===== src/rtl/alu32_cmd_seq.sv =====
// Command sequencer for an external combinational 32-bit ALU: 8x32 register file, IDLE/EXEC/WB FSM.
// Optional macro ALU32_CMP_EN adds cmd_nowb (suppress writeback for compare/test commands).
module alu32_cmd_seq #(
    parameter int NREG    = 8,
    parameter bit ZERO_R0 = 1'b1
) (
    input  logic        clk,
    input  logic        reset_n,
    input  logic        cmd_valid,
    output logic        cmd_ready,
    input  logic [2:0]  cmd_op,
    input  logic [2:0]  cmd_ra,
    input  logic [2:0]  cmd_rb,
    input  logic [2:0]  cmd_rd,
`ifdef ALU32_CMP_EN
    input  logic        cmd_nowb,
`endif
    input  logic        ld_en,
    input  logic [2:0]  ld_addr,
    input  logic [31:0] ld_data,
    output logic [31:0] alu_a,
    output logic [31:0] alu_b,
    output logic [2:0]  alu_op,
    input  logic [31:0] alu_result,
    input  logic        alu_c,
    input  logic        alu_n,
    input  logic        alu_z,
    input  logic        alu_v,
    output logic        done,
    output logic [31:0] res_q,
    output logic [3:0]  flags_q,
    input  logic [2:0]  dbg_addr,
    output logic [31:0] dbg_data
);

    typedef enum logic [1:0] {
        IDLE = 2'd0,
        EXEC = 2'd1,
        WB   = 2'd2
    } state_t;

    state_t      state_q, state_d;
    logic [31:0] opa_q, opb_q;
    logic [2:0]  op_q, rd_q;
    logic        nowb_q;
    logic        accept;
    logic        wb_en;
    logic [31:0] rf [NREG];

    always_ff @(posedge clk or negedge reset_n) begin
        if (!reset_n) begin
            state_q <= IDLE;
        end else begin
            state_q <= state_d;
        end
    end

    always_comb begin
        state_d   = state_q;
        cmd_ready = 1'b0;
        done      = 1'b0;
        accept    = 1'b0;
        unique case (state_q)
            IDLE: begin
                cmd_ready = 1'b1;
                if (cmd_valid) begin
                    accept  = 1'b1;
                    state_d = EXEC;
                end
            end
            EXEC: state_d = WB;
            WB: begin
                done    = 1'b1;
                state_d = IDLE;
            end
            default: state_d = IDLE;
        endcase
    end

    // Operands are captured once at accept and drive the ALU until the next accept.
    always_ff @(posedge clk or negedge reset_n) begin
        if (!reset_n) begin
            opa_q <= '0;
            opb_q <= '0;
            op_q  <= '0;
            rd_q  <= '0;
        end else if (accept) begin
            opa_q <= rf[cmd_ra];
            opb_q <= rf[cmd_rb];
            op_q  <= cmd_op;
            rd_q  <= cmd_rd;
        end
    end

`ifdef ALU32_CMP_EN
    always_ff @(posedge clk or negedge reset_n) begin
        if (!reset_n) begin
            nowb_q <= 1'b0;
        end else if (accept) begin
            nowb_q <= cmd_nowb;
        end
    end
`else
    assign nowb_q = 1'b0;
`endif

    assign alu_a  = opa_q;
    assign alu_b  = opb_q;
    assign alu_op = op_q;

    always_ff @(posedge clk or negedge reset_n) begin
        if (!reset_n) begin
            res_q   <= '0;
            flags_q <= '0;
        end else if (state_q == EXEC) begin
            res_q   <= alu_result;
            flags_q <= {alu_c, alu_n, alu_z, alu_v};
        end
    end

    assign wb_en = (state_q == WB) && !nowb_q;

    // One register per entry; writeback takes priority over a same-edge direct load.
    for (genvar gi = 0; gi < NREG; gi++) begin : g_rf
        if (ZERO_R0 && gi == 0) begin : g_zero
            assign rf[gi] = '0;
        end else begin : g_reg
            logic [31:0] r_q;
            always_ff @(posedge clk or negedge reset_n) begin
                if (!reset_n) begin
                    r_q <= '0;
                end else if (wb_en && rd_q == 3'(gi)) begin
                    r_q <= res_q;
                end else if (ld_en && ld_addr == 3'(gi)) begin
                    r_q <= ld_data;
                end
            end
            assign rf[gi] = r_q;
        end
    end

    assign dbg_data = rf[dbg_addr];

endmodule

===== config.mk =====
export PLATFORM = sky130hd
export DESIGN_NAME = alu32_cmd_seq
export DESIGN_NICKNAME = d
export VERILOG_FILES = /design/src/rtl/alu32_cmd_seq.sv
export SDC_FILE = /design/constraint.sdc
export NUM_CORES = 1
export LEC_CHECK = 0
export CAP_MARGIN = 0
export CORE_UTILIZATION = 52
export DETAILED_ROUTE_END_ITERATION = 10
export GPL_TIMING_DRIVEN = 0
export PLACE_DENSITY_LB_ADDON = 0.05
export RECOVER_POWER = 50
export SLEW_MARGIN = 10
export SYNTH_ARGS = -nofsm -noshare
export SYNTH_HDL_FRONTEND = slang
export SYNTH_SLANG_ARGS = --single-unit
export TNS_END_PERCENT = 10

===== constraint.sdc =====
create_clock -name clk -period 1.7 [get_ports clk]
set_input_delay 0.17 -clock clk [delete_from_list [all_inputs] [get_ports clk]]
set_output_delay 0.17 -clock clk [all_outputs]
set_load 0.05 [all_outputs]

# Word-level counts from Yosys, hierarchy flattened
# Cells that the tools add are included.
# word_totals
wordCells	88
output_inout_bits	137
regBits	332
input_bits	90
# op_classes
mux	29
n_bitwise	3
n_eq_ne	17
reduce_logical	22
order_cmp	3
# ops
op	count
$mux W32	20
$bmux W32 S3	3
$eq A3 B3 Y1 const B	8
$logic_and A1 B1 Y1	14
$reduce_bool A2 Y1	7
$eq A3 B2 Y1 const B	4
$ge A4 B4 Y1 const B	3
$not A3 Y4	3
$eq A3 B1 Y1 const B	2
$mux W1	4
$pmux W2 S2	1
$eq A2 B1 Y1 const B	1
$eq A2 B2 Y1 const B	1
$logic_not A2 Y1	1
$mux W2	1
$ne A2 B2 Y1 const B	1

# Logic depth before layout (Yosys ltp)
# depth
depth_word	4
ltp_mapped	6
depth_no_buf	3

# Worst setup path before layout
# OpenSTA, ideal clock, no wires.
# synth_timing
kind	input to output
start	in dbg_addr[0]
end	out dbg_data[0]
arrival_ns	2.174
stages	5
path_buffers	3
path_slack_ns	-0.644
required_time_ns	1.530
path_cell_list	buf_2 > buf_2 > clkbuf_1 > a22oi_1 > o21ai_0
# synth_via
elab_chain_cells	4
# synth_lines
element	line_no	rtl
start, declared	32	input logic [2:0] dbg_addr,
$not A3 Y4 (implied by the code)	142	assign dbg_data = rf[dbg_addr];
$bmux W32 S3	142	
$mux W32 (implied by the code) (2 in a row)	142	
end, declared	33	output logic [31:0] dbg_data
# No other way between the ends. The select of a mux whose other input is x is not followed.

# Worst setup path after layout
# layout_timing
start	reg g_rf[7].g_reg.r_q[2]
end	out dbg_data[2]
# layout_via
elab_chain_cells	3
# layout_lines
element	line_no	rtl
start, declared	128	logic [31:0] r_q;
start signal, assigned	133	r_q <= res_q;
start signal, assigned	135	r_q <= ld_data;
$bmux W32 S3	142	
$mux W32 (implied by the code) (2 in a row)	142	
# No other way between the ends. The select of a mux whose other input is x is not followed.

==> key figures <==
Outcome
  • Outcome: complete, but fails checks
  • Failing checks: negative setup slack

STA
  • F_max: 0.501 GHz
  • RSZ-0062 raised after global routing: true
  • Slew @ Worst Pin: 1170 ps
  • Final period utilization: 117%
  • Setup Skew: 19.0 ps
  • Final Max Slew Viols: 0
  • Post-route minimum period: 2000 ps
  • Worst Slack Setup Final: -296 ps
  • Final hold violations: 0
  • Relative slew margins: 21.8%
  • Final setup vio count: 336

Placed design
  • Placed insts: 2,336
  • # port buffers: 218
  • Post-detail-place hpwl: 45,100 um
  • GPL Wtd Cong: 0.907
  • Worst slack, placed: -1400 ps

Worst hold path
  • Type of the most critical hold path: input port to asynchronous set/reset pin

Run
  • Max-cap violation count: 0

Floorplan
  • I/O pin cnt: 227
  • Die Width: 198 um
  • Core area: 0.0378 mm2
  • Die area: 0.0392 mm2
  • Row Count: 71
  • Die height: 198 um
  • Starting Density: 52.9%

Power
  • Max VDD drop: 1340 uV
  • Power density over the cells: 1760 mW/mm2
  • P_sw: 17.3 mW
  • Combinational power share: 46.3%
  • Sw frac: 39.2%
  • Sequential share of power: 34.1%
  • Leak: 10.7 nW
  • Clock share of power: 19.5%
  • Internal Power: 26.9 mW

Critical path
  • CP arrival: 1830 ps
  • Crit path launch type: flop
  • Crit path launch: g_rf[7].g_reg.r_q[2]$_DFFE_PN0P_
  • CP max FO: 4
  • Flop-to-flop setup slack: -270 ps
  • Crit path cell chain: mux4_2 -> nand2_2 -> o21ai_4 -> buf_6
  • R2R Path Start: state_q[0]$_DFFE_PN0P_
  • Req. time, crit path: 1530 ps
  • Crit Path Category: flop to output port
  • R2r endpoint: g_rf[4].g_reg.r_q[24]$_DFFE_PN0P_
  • CP endpoint: dbg_data[2]
  • Slowest CP cell: mux4_2
  • CP peak stage delay: 490 ps
  • Reg2Reg Depth: 4
  • Critical Path End Type: output port

Clock tree
  • Reg clk slew, reported paths: 60 ps
  • Root buf cell: clkbuf_16
  • Htree depth: 2
  • CTS Buf Count: 40
  • Worst skew pair latency: 580 ps
  • CTS tree: yes
  • Clk buf depth: 3
  • Clock sinks: 332

Route
  • Routed vias: 16,053
  • Starting DRT DRC Count: 1,255
  • Final WL: 70,900 um
  • WL/cell: 28.5 um
  • Vias/cell: 6.44
  • DRT Pass-1 Iters: 6
  • DRC violations left: 0
  • Post-route antenna net violation count: 0

Synth
  • Seq/Total Area, Yosys: 41.6%
  • YS warnings: 0
  • Synth Area in Compound Gates: 9.26%
  • Main combinational cell family by area after synthesis: multiplexers
  • Synth Area in XOR/XNOR: 0%
  • Syn_area_per_cell: 12.4 um2
  • Cells after Synth: 1,604
  • Syn Nets: 1,694
  • Flops & latches, synth: 332
  • Mux cell area share after synthesis: 43.1%
  • Post-synthesis adder-cell area fraction: 0%
  • Simple-Gate Fraction of Synth Area: 2.86%
  • Post-Synthesis Cell Area: 0.0200 mm2
  • Unique masters post-synth: 27

Global routing
  • Total gr overflow: 0
  • Largest net degree at the start of global routing: 99
  • Vias in the first global route: 16,081
  • First-pass GRT wire length: 103,000 um
  • Initial antenna violation count: 5
  • Total track usage: 36.4%

Final layout
  • Area growth syn-to-layout: 25.8%
  • Proportion of layout cells with a drive suffix above 1: 50.5%
  • Post-Layout Cell Count: 2,491
  • Filler instances: 2,996
  • Area of the multi-input gates: 0.0113 mm2
  • Net count, final: 2,037
  • FF/Latch Area: 0.00832 mm2
==> final cells by class <==
type | instances | area share, %
antenna | 4 | 0.0398
buffer | 139 | 3.48
clock buffer | 62 | 4.64
clock inverter | 9 | 0.493
multi-input combinational | 1133 | 44.9
sequential | 332 | 33.1
tap | 511 | 2.54
timing repair buffer | 301 | 10.8
==> layer usage <==
layer  routed length (um)  global-route usage (%)  part of all wire (%)  vias up
met4                 3590                    19.5                   5.1        2
li1                     -                       -                     -     6845
met1                28400                    47.5                    40     8121
met2                33000                    57.3                    47      842
met5                   13                       0                 0.018        -
met3                 5970                    6.98                   8.4      243
==> sequential cells by signal, indices dropped and copies added, names as in the netlist <==
register	count
rd_q	3
flags_q	4
alu_op	3
alu_a	32
g_rf.g_reg.r_q	224
res_q	32
alu_b	32
state_q	2
==> how the worst min path moves through the flow <==
stage,endpoint,from
after floorplan,alu_a[0]$_DFFE_PN0P_,reset_n
after global placement,flags_q[1]$_DFFE_PN0N_,flags_q[1]$_DFFE_PN0N_
after detailed placement,res_q[8]$_DFFE_PN0N_,reset_n
after CTS,res_q[8]$_DFFE_PN0N_,reset_n
after global routing,res_q[8]$_DFFE_PN0N_,reset_n
final,res_q[8]$_DFFE_PN0N_,reset_n
==> cells by family after synthesis <==
family,count (synthesis)
buffers and inverters,139
multiplexers,747
AO/OA/AOI/OAI,257
flip-flops,332
AND/OR/NAND/NOR,129
==> power by group through the flow <==
stage	clock [mW]	combinational (mW)	sequential (mW)
final	8.65	20.5	15.1
after global routing	9.06	21.7	15.6
after CTS	8.72	20.2	15.0
after detailed placement	0	18.8	15.4
after global placement	0	18.4	15.3
after floorplan	0	11.0	17.3
==> through the flow <==
stage,utilization (%),TNS (ps),hold slack [ps],total power [mW],cell area [um2]
floorplan,-,-756,-126,28.4,20100
global placement,60.7,-5013760,492,33.7,22900
detailed placement,60.9,-224370,82.9,34.2,23000
CTS,66.3,-16210,74.3,43.8,25000
global route,66.5,-73170,106,46.3,25100
finish,66.5,-32210,66.3,44.3,25100
==> cells in the mapped netlist (all sizes together) <==
library cell / count / area share [%]
nand2b: 4 / 0.13
a31oi: 62 / 1.9
nand4b: 3 / 0.13
o221ai: 2 / 0.088
nor2: 64 / 1.2
mux4: 32 / 3.6
mux2i: 131 / 6.6
nand4: 1 / 0.031
nor4bb: 3 / 0.15
o21ai: 32 / 0.80
o22a: 64 / 2.8
nand2: 40 / 0.75
a211oi: 2 / 0.075
and2: 2 / 0.063
clkbuf: 49 / 0.92
dfrtp: 332 / 42
a22oi: 93 / 3.5
nand3: 2 / 0.050
nor3b: 4 / 0.15
and3b: 1 / 0.044
a21oi: 2 / 0.050
mux2: 584 / 33
buf: 90 / 2.2
nor2b: 5 / 0.16
==> worst max-delay path: cells and delay by family (launching register included) <==
| family | cells | cell delay (ps) |
|---|---|---|
| flops | 1 | 420 |
| buf+inv | 1 | 170 |
| compound gates | 1 | 70 |
| mux | 1 | 490 |
| simple gates | 1 | 110 |
==> what timing repair did <==
item                       4_1_cts  5_1_grt
resized for setup              543       97
buffers inserted                66       13
hold buffers                     1        0
hold endpoints to repair       235        0
setup endpoints to repair      452      341
pin swaps                        4        1
==> layout by cell type, fill, tap and decap left out, types with 54 or more instances in the layout <==
cell,n
clkdlybuf4s50_1,79
a31oi_1,62
dfrtp_1,324
dlygate4sd2_1,61
o22a_1,64
buf_2,54
nor2_1,64
mux2i_1,131
mux2_2,564
a22oi_1,91
buf_4,103
(Power assumes the default switching activity.)
